--- config.mk ---
export PLATFORM = sky130hd
export DESIGN_NAME = uart_host_ctrl
export DESIGN_NICKNAME = d
export VERILOG_FILES = /design/src/rtl/uart_host_ctrl.sv
export SDC_FILE = /design/constraint.sdc
export NUM_CORES = 1
export LEC_CHECK = 0
export ABC_CLOCK_PERIOD_IN_PS = 5100
export CORE_MARGIN = 2
export CORE_UTILIZATION = 60
export DETAILED_ROUTE_END_ITERATION = 7
export PLACE_DENSITY = 0.84
export SLEW_MARGIN = 20
export SYNTH_ARGS = -nofsm -noshare
export SYNTH_HDL_FRONTEND = slang
export SYNTH_SLANG_ARGS = --single-unit
--- constraint.sdc ---
create_clock -name clk16x -period 5.1 [get_ports clk16x]
set_input_delay 1.53 -clock clk16x [delete_from_list [all_inputs] [get_ports clk16x]]
set_output_delay 1.53 -clock clk16x [all_outputs]
set_load 0.1 [all_outputs]
--- src/rtl/uart_host_ctrl.sv ---
// Host-side controller for the UART parallel bus: TX/RX byte FIFOs plus wrn/rdn strobe FSMs.
// Optional feature macro UART_HOST_ERRDROP_EN: drop error-flagged RX bytes and count them on err_cnt.

module uart_host_fifo #(
  parameter int unsigned DEPTH = 4,
  parameter int unsigned W     = 8
) (
  input  logic         i_clk,
  input  logic         i_rst_n,
  input  logic         i_push,
  input  logic [W-1:0] i_data,
  input  logic         i_pop,
  output logic [W-1:0] o_data,
  output logic         o_full,
  output logic         o_empty
);
  localparam int unsigned AW = $clog2(DEPTH);

  logic [W-1:0] r_mem [DEPTH];
  logic [AW:0]  r_wptr;
  logic [AW:0]  r_rptr;
  logic         w_push;
  logic         w_pop;

  assign o_empty = (r_wptr == r_rptr);
  assign o_full  = (r_wptr[AW] != r_rptr[AW]) && (r_wptr[AW-1:0] == r_rptr[AW-1:0]);
  assign w_pop   = i_pop & ~o_empty;
  // When full, a same-cycle pop frees the head slot the push then reuses.
  assign w_push  = i_push & (~o_full | w_pop);
  assign o_data  = o_empty ? '0 : r_mem[r_rptr[AW-1:0]];

  always_ff @(posedge i_clk) begin
    if (w_push) r_mem[r_wptr[AW-1:0]] <= i_data;
  end

  always_ff @(posedge i_clk or negedge i_rst_n) begin
    if (!i_rst_n) begin
      r_wptr <= '0;
      r_rptr <= '0;
    end else begin
      if (w_push) r_wptr <= r_wptr + 1'b1;
      if (w_pop)  r_rptr <= r_rptr + 1'b1;
    end
  end
endmodule

module uart_host_ctrl #(
  parameter int unsigned TX_DEPTH = 4,
  parameter int unsigned RX_DEPTH = 4,
  parameter int unsigned WR_PULSE = 2,
  parameter int unsigned RD_PULSE = 2,
  parameter int unsigned ACK_TMO  = 16
) (
  input  logic       clk16x,
  input  logic       rst,
  input  logic [7:0] tx_data,
  input  logic       tx_valid,
  output logic       tx_ready,
  output logic [7:0] rx_data,
  output logic       rx_fe,
  output logic       rx_pe,
  output logic       rx_valid,
  input  logic       rx_ready,
  output logic       idle,
  output logic       tmo_err,
  output logic [7:0] din,
  output logic       wrn,
  output logic       rdn,
  input  logic [7:0] dout,
  input  logic       tbre,
  input  logic       tsre,
  input  logic       data_ready,
  input  logic       framing_error,
  input  logic       parity_error
`ifdef UART_HOST_ERRDROP_EN
  ,
  output logic [7:0] err_cnt
`endif
);
  localparam int unsigned CNT_MAX = (ACK_TMO > 16) ? ACK_TMO : 16;
  localparam int unsigned CW      = $clog2(CNT_MAX) + 1;
`ifdef UART_HOST_ERRDROP_EN
  localparam int unsigned RXW = 8;
`else
  localparam int unsigned RXW = 10;
`endif

  typedef enum logic [2:0] {W_IDLE, W_SETUP, W_STROBE, W_HOLD, W_ACK} wstate_t;
  typedef enum logic [1:0] {R_IDLE, R_STROBE, R_CLR} rstate_t;

  wstate_t       r_wstate, w_wstate_nxt;
  rstate_t       r_rstate, w_rstate_nxt;
  logic [CW-1:0] r_wcnt, r_rcnt;
  logic          r_wrn, r_rdn, r_tmo;
  logic [7:0]    r_din;

  logic           w_tx_pop, w_tx_full, w_tx_empty;
  logic [7:0]     w_tx_head;
  logic           w_rx_push, w_rx_full, w_rx_empty;
  logic [RXW-1:0] w_rx_in, w_rx_head;
  logic           w_rd_last, w_wtmo, w_rtmo;

  assign tx_ready = ~w_tx_full;
  assign rx_valid = ~w_rx_empty;
  assign idle     = w_tx_empty & (r_wstate == W_IDLE) & tsre;
  assign din      = r_din;
  assign wrn      = r_wrn;
  assign rdn      = r_rdn;
  assign tmo_err  = r_tmo;

  uart_host_fifo #(.DEPTH(TX_DEPTH), .W(8)) u_tx_fifo (
    .i_clk   (clk16x),
    .i_rst_n (rst),
    .i_push  (tx_valid & tx_ready),
    .i_data  (tx_data),
    .i_pop   (w_tx_pop),
    .o_data  (w_tx_head),
    .o_full  (w_tx_full),
    .o_empty (w_tx_empty)
  );

  uart_host_fifo #(.DEPTH(RX_DEPTH), .W(RXW)) u_rx_fifo (
    .i_clk   (clk16x),
    .i_rst_n (rst),
    .i_push  (w_rx_push),
    .i_data  (w_rx_in),
    .i_pop   (rx_ready),
    .o_data  (w_rx_head),
    .o_full  (w_rx_full),
    .o_empty (w_rx_empty)
  );

`ifdef UART_HOST_ERRDROP_EN
  logic [7:0] r_err_cnt;
  logic       w_rx_err;

  assign w_rx_err  = framing_error | parity_error;
  assign w_rx_push = w_rd_last & ~w_rx_err;
  assign w_rx_in   = dout;
  assign rx_data   = w_rx_head;
  assign rx_fe     = 1'b0;
  assign rx_pe     = 1'b0;
  assign err_cnt   = r_err_cnt;

  always_ff @(posedge clk16x or negedge rst) begin
    if (!rst)                                       r_err_cnt <= '0;
    else if (w_rd_last && w_rx_err && r_err_cnt != '1) r_err_cnt <= r_err_cnt + 1'b1;
  end
`else
  assign w_rx_push = w_rd_last;
  assign w_rx_in   = {parity_error, framing_error, dout};
  assign rx_data   = w_rx_head[7:0];
  assign rx_fe     = w_rx_head[8];
  assign rx_pe     = w_rx_head[9];
`endif

  always_comb begin
    w_wstate_nxt = r_wstate;
    w_tx_pop     = 1'b0;
    w_wtmo       = 1'b0;
    unique case (r_wstate)
      W_IDLE:   if (!w_tx_empty && tbre) begin
                  w_wstate_nxt = W_SETUP;
                  w_tx_pop     = 1'b1;
                end
      W_SETUP:  w_wstate_nxt = W_STROBE;
      W_STROBE: if (r_wcnt == CW'(WR_PULSE - 1)) w_wstate_nxt = W_HOLD;
      W_HOLD:   w_wstate_nxt = W_ACK;
      W_ACK:    if (!tbre) w_wstate_nxt = W_IDLE;
                else if (r_wcnt == CW'(ACK_TMO - 1)) begin
                  w_wstate_nxt = W_IDLE;
                  w_wtmo       = 1'b1;
                end
      default:  w_wstate_nxt = W_IDLE;
    endcase
  end

  always_comb begin
    w_rstate_nxt = r_rstate;
    w_rd_last    = 1'b0;
    w_rtmo       = 1'b0;
    unique case (r_rstate)
      R_IDLE:   if (data_ready && !w_rx_full) w_rstate_nxt = R_STROBE;
      R_STROBE: if (r_rcnt == CW'(RD_PULSE - 1)) begin
                  w_rstate_nxt = R_CLR;
                  w_rd_last    = 1'b1;
                end
      R_CLR:    if (!data_ready) w_rstate_nxt = R_IDLE;
                else if (r_rcnt == CW'(ACK_TMO - 1)) begin
                  w_rstate_nxt = R_IDLE;
                  w_rtmo       = 1'b1;
                end
      default:  w_rstate_nxt = R_IDLE;
    endcase
  end

  // Per-state counters restart on every state change; they time strobes and handshake waits.
  always_ff @(posedge clk16x or negedge rst) begin
    if (!rst) begin
      r_wstate <= W_IDLE;
      r_rstate <= R_IDLE;
      r_wcnt   <= '0;
      r_rcnt   <= '0;
      r_wrn    <= 1'b1;
      r_rdn    <= 1'b1;
      r_din    <= '0;
      r_tmo    <= 1'b0;
    end else begin
      r_wstate <= w_wstate_nxt;
      r_rstate <= w_rstate_nxt;
      r_wcnt   <= (w_wstate_nxt != r_wstate) ? '0 : r_wcnt + 1'b1;
      r_rcnt   <= (w_rstate_nxt != r_rstate) ? '0 : r_rcnt + 1'b1;
      r_wrn    <= (w_wstate_nxt != W_STROBE);
      r_rdn    <= (w_rstate_nxt != R_STROBE);
      if (w_tx_pop) r_din <= w_tx_head;
      r_tmo    <= r_tmo | w_wtmo | w_rtmo;
    end
  end
endmodule

==> results.toml, run 1 <==
[yosys]
synth_flop_cell = "sky130_fd_sc_hd__edfxtp_1"
postSynthCellCount = 263
synth.lib_cells_used.distinct = 41
synth.largest_area_cell = "sky130_fd_sc_hd__edfxtp_1"
avg_inst_size_synth_um2 = 17.5
library_cell_with_the_highest_instance_count_after_synthesis = "sky130_fd_sc_hd__edfxtp_1"
synth_fp_nets = 304
muxShareOfSynthArea_pct = 12.4
synthAdderAreaFrac_pct = 4.34
register_area_share_after_synthesis_pct = 67.6
fraction_of_the_mapped_netlist_area_in_simple_logic_gates_pct = 7.71
postSynthRegisterBits = 110
cell_types_with_the_highest_counts_after_synthesis = "sky130_fd_sc_hd__edfxtp_1 (72), sky130_fd_sc_hd__dfrtp_1 (36), sky130_fd_sc_hd__mux4_2 (18), sky130_fd_sc_hd__ha_1 (16), sky130_fd_sc_hd__nor2_1 (16)"
dominant_combinational_cell_family_by_area_after_synthesis = "multiplexers"
post_synth_design_cell_area_mm2 = 0.00461
synth-xor-area-share_pct = 4.18
synth.top_cells.by_area = "sky130_fd_sc_hd__edfxtp_1 (47%), sky130_fd_sc_hd__dfrtp_1 (20%), sky130_fd_sc_hd__mux4_2 (8.8%)"
asyncSetResetFlopFracSynth_pct = 34.5
synth_compound_gate_area_share_pct = 2.09
synth_edf_count = 72
ys.warnings.count = 0
synthDominantCellAreaShare_pct = 46.9

[routing]
drtPass1Iterations = 5
detail_route.wl_per_cell_um = 17.3
drt-initial-drc-count = 92
via_count_normalized_by_instance_count = 5.55
drt_wl_total_um = 7270
residual_drc = 0
routed-via-count = 2337
ant_nets = 0

[grt]
groute.layer.met1.usage_pct = 23.5
grtUsageMet2_pct = 31.4
globalRouteMet3Util_pct = 3.94
grt_remaining_overflow = 0
first_global_vias = 2428
global_route.usage.total_pct = 18.8
grt_first_pass_wirelength_um = 11800
largest_net_degree_at_the_start_of_global_routing = 39
global_route.peak_usage_layer = "met2"
number_of_antenna_violations_at_the_first_check_in_global_routing = 0

[sta]
finalCritPeriodShare_pct = 80.9
totalNegativeSetupSlack_ns = 0
holdWs_ns = 0.493
max_slew_headroom_at_the_worst_pin_pct = 32.8
period_minus_slack_ns = 4.13
finClkSkew_ns = 0.0130
fmaxAchievable_mhz = 242
hold_viol = 0
finalMaxSlewViolations = 0
setup_viol = 0
setup_repair_after_global_routing_missed_its_margin = "no"
timing_worst_slew_pin_value_ns = 1.01

[setup_path]
crit_fanout = 11
critical_path.startpoint = "u_tx_fifo.r_rptr[1]$_DFFE_PN0P_"
worst-setup-path-type = "register to output port"
worst-endpoint-required_ns = 3.57
rr_startpoint = "r_rcnt[1]$_DFF_PN0_"
worst_setup_path_start_kind = "register"
r2r_cells = 6
worst-r2r-setup-slack_ns = 2.76
worst_setup_path_end_kind = "output port"
cp_data_arrival_time_ns = 2.60

[clock_network]
post_cts.resized_instances = 0
postCtsSetupRepairBufs = 0
clkLatencyLatePin_ns = 0.36
clock-root-buffer = "sky130_fd_sc_hd__clkbuf_8"
cts_buffers = 9
clock_sink_count = 110
cts_tree = "built"
clkSlewWorstSetupHoldPaths_ns = 0.10
cts_hold_buffers_added = 0
clock_tree.htree_level_count = 3
cts.path.max_buffers = 2

[layout]
nNetsFinal = 358
flow.area_growth_from_synthesis_pct = 15.4
antenna_cells = 0
post_route_cells_drive_above_1_share_pct = 19.9
fin_cells = 421

[floorplanning]
design.portCount = 49
row_count = 31
initial_core_util_pct = 62.9
floorplan.die.height_um = 91.6
fp.dieArea_mm2 = 0.00840
std_cell_core_area_mm2 = 0.00733
die_width_um = 91.6

[outcome]
run_status = "finished, final reports clean"

[placed_design]
dp_hpwl_um = 4880
gpl.final_weighted_congestion = 0.753
place_inst = 405
placement.io_buffers = 48

[flow_run]
drv.max_cap_violation_count = 0

[hold_path]
hp-class = "register to register"
holdCritStartpoint = "r_wcnt[0]$_DFF_PN0_"
min_delay_path_depth = 1
## cell type report
| class | instances | area, um2 |
|---|---|---|
| flip-flops and latches | 110 | 3120 |
| fillers | 448 | 2010 |
| multi-input cells | 137 | 1420 |
| repair buffers | 49 | 453 |
| clock buffers | 9 | 124 |
| well taps | 99 | 124 |
| clock inverters | 7 | 50.0 |
| inverters | 10 | 37.5 |
## cells by family (layout without fill, tap and decap cells)
group / after synthesis / in the layout
adder cells (fa/ha/maj): 16 / 16
buffers and inverters: 16 / 75
flip-flops: 110 / 110
AND/OR/NAND/NOR: 62 / 62
AO/OA/AOI/OAI: 10 / 10
XOR/XNOR: 19 / 19
multiplexers: 30 / 30
## worst paths after layout
check	endpoint
worst max register to register	u_rx_fifo.r_mem[1][5]$_DFFE_PP_
worst min-delay path	r_wcnt[0]$_DFF_PN0_
max in group asynchronous	u_rx_fifo.r_wptr[0]$_DFFE_PN0P_
worst min register to register	r_wcnt[0]$_DFF_PN0_
worst max-delay path	tx_ready
min in group asynchronous	r_rcnt[3]$_DFF_PN0_
## worst max-delay path, stage by stage, from the launching register on
cell and delay (ns):
sky130_fd_sc_hd__dfrtp_1 0.73, sky130_fd_sc_hd__xnor2_4 0.13, sky130_fd_sc_hd__nand3b_1 0.21, sky130_fd_sc_hd__clkdlybuf4s50_1 1.17
## metrics by stage
stage	setup slack, ns	instance area [um2]	utilization (%)
after floorplan	0.724	4610	-
after global placement	1.12	5140	70.2
after detailed placement	1.13	5140	70.2
after CTS	0.921	5320	72.6
after global routing	0.866	5320	72.6
final	0.973	5320	72.6
## per-layer routing
metal,routed length (um),vias up
met5,0,-
met4,85,0
met3,342,7
met2,3730,52
met1,3110,1188
li1,-,1090
## registers in the layout, summed over array words and instances, names as in the netlist
register,cells
u_rx_fifo.r_mem,40
u_tx_fifo.r_mem,32
din,8
r_rcnt,5
r_wcnt,5
r_wstate,3
u_rx_fifo.r_rptr,3
u_rx_fifo.r_wptr,3
u_tx_fifo.r_rptr,3
u_tx_fifo.r_wptr,3
r_rstate,2
rdn,1
tmo_err,1
wrn,1
## placed cells by master (no fill, tap or decap), types with 2 or more instances in the layout
master / Yosys / final
sky130_fd_sc_hd__or2_1: 2 / 2
sky130_fd_sc_hd__dfstp_2: 2 / 2
sky130_fd_sc_hd__nand2b_1: 2 / 2
sky130_fd_sc_hd__mux4_2: 18 / 18
sky130_fd_sc_hd__buf_4: 0 / 13
sky130_fd_sc_hd__clkbuf_8: 0 / 9
sky130_fd_sc_hd__dfrtp_1: 36 / 36
sky130_fd_sc_hd__inv_1: 10 / 10
sky130_fd_sc_hd__clkinvlp_4: 0 / 3
sky130_fd_sc_hd__nand2_1: 3 / 3
sky130_fd_sc_hd__nand3b_1: 4 / 4
sky130_fd_sc_hd__mux2_4: 8 / 8
sky130_fd_sc_hd__and2_1: 13 / 13
sky130_fd_sc_hd__xnor2_1: 11 / 11
sky130_fd_sc_hd__clkdlybuf4s50_1: 0 / 35
sky130_fd_sc_hd__mux2_1: 3 / 3
sky130_fd_sc_hd__ha_1: 16 / 16
sky130_fd_sc_hd__clkinv_1: 0 / 2
sky130_fd_sc_hd__nor2b_1: 3 / 3
sky130_fd_sc_hd__xor2_1: 6 / 6
sky130_fd_sc_hd__and3_1: 8 / 8
sky130_fd_sc_hd__nand3_1: 5 / 5
sky130_fd_sc_hd__edfxtp_1: 72 / 72
sky130_fd_sc_hd__nor2_1: 16 / 16
Power of run 1 is not shown: default switching activity piles up to over one toggle a cycle in this logic, so the estimate is an artifact.
==> inputs of run 2 (changes only) <==
--- a/config.mk
+++ b/config.mk
@@ -5,11 +5,11 @@
 export SDC_FILE = /design/constraint.sdc
 export NUM_CORES = 1
 export LEC_CHECK = 0
-export ABC_CLOCK_PERIOD_IN_PS = 5100
+export ABC_CLOCK_PERIOD_IN_PS = 3700
 export CORE_MARGIN = 2
-export CORE_UTILIZATION = 60
+export CORE_UTILIZATION = 51
 export DETAILED_ROUTE_END_ITERATION = 7
-export PLACE_DENSITY = 0.84
+export PLACE_DENSITY = 0.76
 export SLEW_MARGIN = 20
 export SYNTH_ARGS = -nofsm -noshare
 export SYNTH_HDL_FRONTEND = slang
==> constraint.sdc (replaced) <==
create_clock -name clk16x -period 3.7 [get_ports clk16x]
set_input_delay 1.11 -clock clk16x [delete_from_list [all_inputs] [get_ports clk16x]]
set_output_delay 1.11 -clock clk16x [all_outputs]
set_load 0.1 [all_outputs]
==> run 2 against run 1 <==
Via count decreased by 1.5%. Register-to-register slack worse by 1.4 ns. Non-clock buffer count increased by 1. Critical path type unchanged. Critical endpoint is now rx_pe.
==> results.toml, run 2 (synthesis gave the netlist of run 1 again) <==
[routing]
drtPass1Iterations = 4
residual_drc = 0
drt_wl_total_um = 7540
detail_route.wl_per_cell_um = 17.5
drt-initial-drc-count = 111
via_count_normalized_by_instance_count = 5.34
ant_nets = 0
routed-via-count = 2301

[placed_design]
dp_slack_ns = 0.544
placement.io_buffers = 48
dp_hpwl_um = 5030
gpl.final_weighted_congestion = 0.739

[sta]
fmaxAchievable_mhz = 297
timing_worst_slew_pin_value_ns = 0.854
totalNegativeSetupSlack_ns = 0
setup_viol = 0
finClkSkew_ns = 0.0123
max_slew_headroom_at_the_worst_pin_pct = 43.1
finalCritPeriodShare_pct = 90.9
setup_repair_after_global_routing_missed_its_margin = "no"
period_minus_slack_ns = 3.36
hold_viol = 0
finalMaxSlewViolations = 0
fin_ws_ns = 0.337

[layout]
commonest_non_fill_non_tap_cell_in_the_layout = "sky130_fd_sc_hd__edfxtp_1"
antenna_cells = 0
largest_register_ffs = 40
nNetsFinal = 359
layout.cells.most_common_list = "sky130_fd_sc_hd__edfxtp_1 (72), sky130_fd_sc_hd__dfrtp_1 (36), sky130_fd_sc_hd__clkdlybuf4s50_1 (23), sky130_fd_sc_hd__buf_4 (23), sky130_fd_sc_hd__mux4_2 (18)"
post_route_cells_drive_above_1_share_pct = 24.5
flow.area_growth_from_synthesis_pct = 16.4

[grt]
grt_first_pass_wirelength_um = 12300
global_route.usage.total_pct = 16.6
first_global_vias = 2416
grt_remaining_overflow = 0
number_of_antenna_violations_at_the_first_check_in_global_routing = 0
largest_net_degree_at_the_start_of_global_routing = 39

[setup_path]
worst-endpoint-required_ns = 2.59
crit_fanout = 13
worst_setup_path_start_kind = "register"
worst_setup_path_end_kind = "output port"
worst-setup-path-type = "register to output port"
cp_data_arrival_time_ns = 2.25

[clock_network]
clock_sink_count = 110
cts.path.max_buffers = 2
postCtsSetupRepairBufs = 0
clock-root-buffer = "sky130_fd_sc_hd__clkbuf_8"
cts_buffers = 9
clock_tree.htree_level_count = 3
cts_hold_buffers_added = 0
cts_tree = "built"
post_cts.resized_instances = 0
clkSlewWorstSetupHoldPaths_ns = 0.11
clkLatencyLatePin_ns = 0.38

[hold_path]
hp-class = "register to register"

[floorplanning]
design.portCount = 49
initial_core_util_pct = 52.8
floorplan.die.height_um = 99.1
std_cell_core_area_mm2 = 0.00872
fp.dieArea_mm2 = 0.00981
row_count = 34
die_width_um = 99.1

[outcome]
run_status = "finished, final reports clean"

[flow_run]
drv.max_cap_violation_count = 0
run 2: changes by cell type in the layout (fill, tap and decap cells not counted), sizes merged:
cell	before	now
buf	14	27
clkdlybuf4s50	35	23
inv	11	16
clkinv	3	0
clkinvlp	3	1
run 2: worst paths after layout:
path	from	to	slack, ns	cells after the start
setup / recovery	u_rx_fifo.r_rptr[1]$_DFFE_PN0P_	rx_pe	0.34	4
hold / removal	r_wcnt[0]$_DFF_PN0_	r_wcnt[0]$_DFF_PN0_	0.49	1
setup reg to reg	r_rcnt[1]$_DFF_PN0_	u_rx_fifo.r_mem[1][0]$_DFFE_PP_	1.31	6
hold reg to reg	r_wcnt[0]$_DFF_PN0_	r_wcnt[0]$_DFF_PN0_	0.49	1
max in group asynchronous	rst	r_wcnt[0]$_DFF_PN0_	2.33	1
min in group asynchronous	rst	u_tx_fifo.r_wptr[1]$_DFFE_PN0P_	0.83	1
run 2: metal layers:
layer  up-vias  share of wire, %  track usage, %
met5         -                 0               0
met4         0               1.5            6.32
met3        10               3.6            3.90
met2        44                50            27.5
met1      1162                45            21.4
li1       1085                 -               -
run 2: worst max-delay path, cell delays in order (launching register included):
cell	delay (ns)
sky130_fd_sc_hd__dfrtp_1	0.74
sky130_fd_sc_hd__xnor2_1	0.21
sky130_fd_sc_hd__nand3_1	0.39
sky130_fd_sc_hd__and2_1	0.30
sky130_fd_sc_hd__buf_4	0.23
run 2: cell type report:
| type | count | area [um2] |
|---|---|---|
| flip-flops and latches | 110 | 3120 |
| fillers | 630 | 3360 |
| clock inverters | 7 | 70.1 |
| multi-input cells | 137 | 1420 |
| repair buffers | 50 | 468 |
| inverters | 10 | 37.5 |
| clock buffers | 9 | 124 |
| well taps | 108 | 135 |
run 2: metrics by stage:
stage | cells | hold slack, ns | cell area (um2) | utilization [%]
CTS | 431 | 0.496 | 5370 | 61.5
global route | 431 | 0.509 | 5370 | 61.5
floorplan | 263 | 0.455 | 4610 | -
detailed placement | 415 | 0.479 | 5170 | 59.3
global placement | 415 | 0.468 | 5170 | 59.3
finish | 431 | 0.492 | 5370 | 61.5
Power of run 2 is left out for the same reason.
==> inputs of run 3 (changes only) <==
--- a/config.mk
+++ b/config.mk
@@ -7,10 +7,9 @@
 export LEC_CHECK = 0
 export ABC_CLOCK_PERIOD_IN_PS = 3700
 export CORE_MARGIN = 2
-export CORE_UTILIZATION = 51
+export CORE_UTILIZATION = 40
 export DETAILED_ROUTE_END_ITERATION = 7
-export PLACE_DENSITY = 0.76
-export SLEW_MARGIN = 20
+export PLACE_DENSITY = 0.62
 export SYNTH_ARGS = -nofsm -noshare
 export SYNTH_HDL_FRONTEND = slang
 export SYNTH_SLANG_ARGS = --single-unit
==> run 3 against run 2 <==
Utilization down 13 points. Cell area up 2.8%. Critical endpoint unchanged. Flip-flop and latch count stayed put. Hold slack got worse by 0.0040 ns. Die area increased by 26%. Worst setup slack better by 0.045 ns.
==> results.toml, run 3 (synthesis gave the netlist of run 1 again) <==
[clock_network]
postCtsSetupRepairBufs = 0
cts_buffers = 9
cts_hold_buffers_added = 0
cts.path.max_buffers = 2
post_cts.resized_instances = 0
clock-root-buffer = "sky130_fd_sc_hd__clkbuf_16"
clock_tree.htree_level_count = 3
clkLatencyLatePin_ns = 0.35
clock_sink_count = 110
cts_tree = "built"
clkSlewWorstSetupHoldPaths_ns = 0.08

[setup_path]
worst_setup_path_start_kind = "register"
worst_setup_path_end_kind = "output port"
worst-endpoint-required_ns = 2.59
crit_fanout = 13
critical_path.startpoint = "u_rx_fifo.r_rptr[1]$_DFFE_PN0P_"
rr_startpoint = "r_rcnt[1]$_DFF_PN0_"
worst-setup-path-type = "register to output port"
cp_data_arrival_time_ns = 2.21

[grt]
first_global_vias = 2453
largest_net_degree_at_the_start_of_global_routing = 39
grt_remaining_overflow = 0
grt_first_pass_wirelength_um = 12600
number_of_antenna_violations_at_the_first_check_in_global_routing = 0
global_route.usage.total_pct = 13.3

[floorplanning]
design.portCount = 49
row_count = 39
floorplan.die.height_um = 111
std_cell_core_area_mm2 = 0.0113
initial_core_util_pct = 40.7
die_width_um = 111
fp.dieArea_mm2 = 0.0124

[routing]
residual_drc = 0
via_count_normalized_by_instance_count = 4.91
drt-initial-drc-count = 91
detail_route.wl_per_cell_um = 16.4
drtPass1Iterations = 4
routed-via-count = 2290
drt_wl_total_um = 7630
ant_nets = 0

[sta]
fmaxAchievable_mhz = 301
max_slew_headroom_at_the_worst_pin_pct = 42.2
totalNegativeSetupSlack_ns = 0
finClkSkew_ns = 0.00576
hold_viol = 0
timing_worst_slew_pin_value_ns = 0.868
finalCritPeriodShare_pct = 89.7
setup_viol = 0
period_minus_slack_ns = 3.32
finalMaxSlewViolations = 0
setup_repair_after_global_routing_missed_its_margin = "no"

[layout]
layout.cells.most_common_list = "sky130_fd_sc_hd__edfxtp_1 (72), sky130_fd_sc_hd__dfrtp_1 (36), sky130_fd_sc_hd__clkdlybuf4s50_1 (23), sky130_fd_sc_hd__buf_4 (23), sky130_fd_sc_hd__mux4_2 (18)"
post_route_cells_drive_above_1_share_pct = 24.5
flow.area_growth_from_synthesis_pct = 19.6
fin_cells = 466
nNetsFinal = 359
antenna_cells = 0
largest_register_ffs = 40
commonest_non_fill_non_tap_cell_in_the_layout = "sky130_fd_sc_hd__edfxtp_1"

[flow_run]
drv.max_cap_violation_count = 0

[hold_path]
holdCritStartpoint = "r_wcnt[0]$_DFF_PN0_"
hp-class = "register to register"

[placed_design]
dp_hpwl_um = 5040
gpl.final_weighted_congestion = 0.728
placement.io_buffers = 48
place_inst = 450

[outcome]
run_status = "finished, final reports clean"
run 3: cell types whose count changed in the layout (fill, tap and decap cells not counted):
cell | previous run | this run
sky130_fd_sc_hd__clkinv_8 | 0 | 1
sky130_fd_sc_hd__clkinv_4 | 0 | 1
sky130_fd_sc_hd__clkbuf_8 | 9 | 0
sky130_fd_sc_hd__clkbuf_16 | 0 | 9
sky130_fd_sc_hd__inv_8 | 4 | 2
run 3: cell type report:
class	instances	area, um2
Fill cell	972	5810
Sequential cell	110	3120
Multi-Input combinational cell	137	1420
Timing Repair Buffer	50	468
Clock buffer	9	225
Tap cell	143	179
Clock inverter	7	72.6
Inverter	10	37.5
run 3: path summary, 6_finish.rpt:
kind,to,depth (start not counted),slack (ns)
worst max-delay path,rx_pe,4,0.38
worst min-delay path,r_wcnt[0]$_DFF_PN0_,1,0.49
worst max register to register,u_rx_fifo.r_mem[0][6]$_DFFE_PP_,6,1.34
worst min register to register,r_wcnt[0]$_DFF_PN0_,1,0.49
max in group asynchronous,u_tx_fifo.r_wptr[2]$_DFFE_PN0P_,1,2.28
min in group asynchronous,u_tx_fifo.r_wptr[1]$_DFFE_PN0P_,1,0.87
run 3: metrics by stage:
step	hold slack [ns]	setup slack [ns]	cell area (um2)	utilization (%)
after floorplan	0.455	0.0665	4610	-
after global placement	0.470	0.566	5220	46.1
after detailed placement	0.475	0.547	5220	46.1
after CTS	0.491	0.292	5510	48.7
after global routing	0.502	0.204	5510	48.7
final	0.488	0.382	5510	48.7
run 3: routing by layer:
| metal | track usage [%] | up-vias | routed length [um] |
|---|---|---|---|
| met4 | 5.19 | 0 | 116 |
| met2 | 23.5 | 44 | 4000 |
| li1 | - | 1093 | - |
| met5 | 0 | - | 0 |
| met3 | 3.32 | 10 | 290 |
| met1 | 15.8 | 1143 | 3220 |
run 3: critical path: stages, from the launching register on:
cell and delay (ns):
sky130_fd_sc_hd__dfrtp_1 0.72, sky130_fd_sc_hd__xnor2_1 0.20, sky130_fd_sc_hd__nand3_1 0.41, sky130_fd_sc_hd__and2_1 0.30, sky130_fd_sc_hd__buf_4 0.23
Power of run 3 is left out for the same reason.
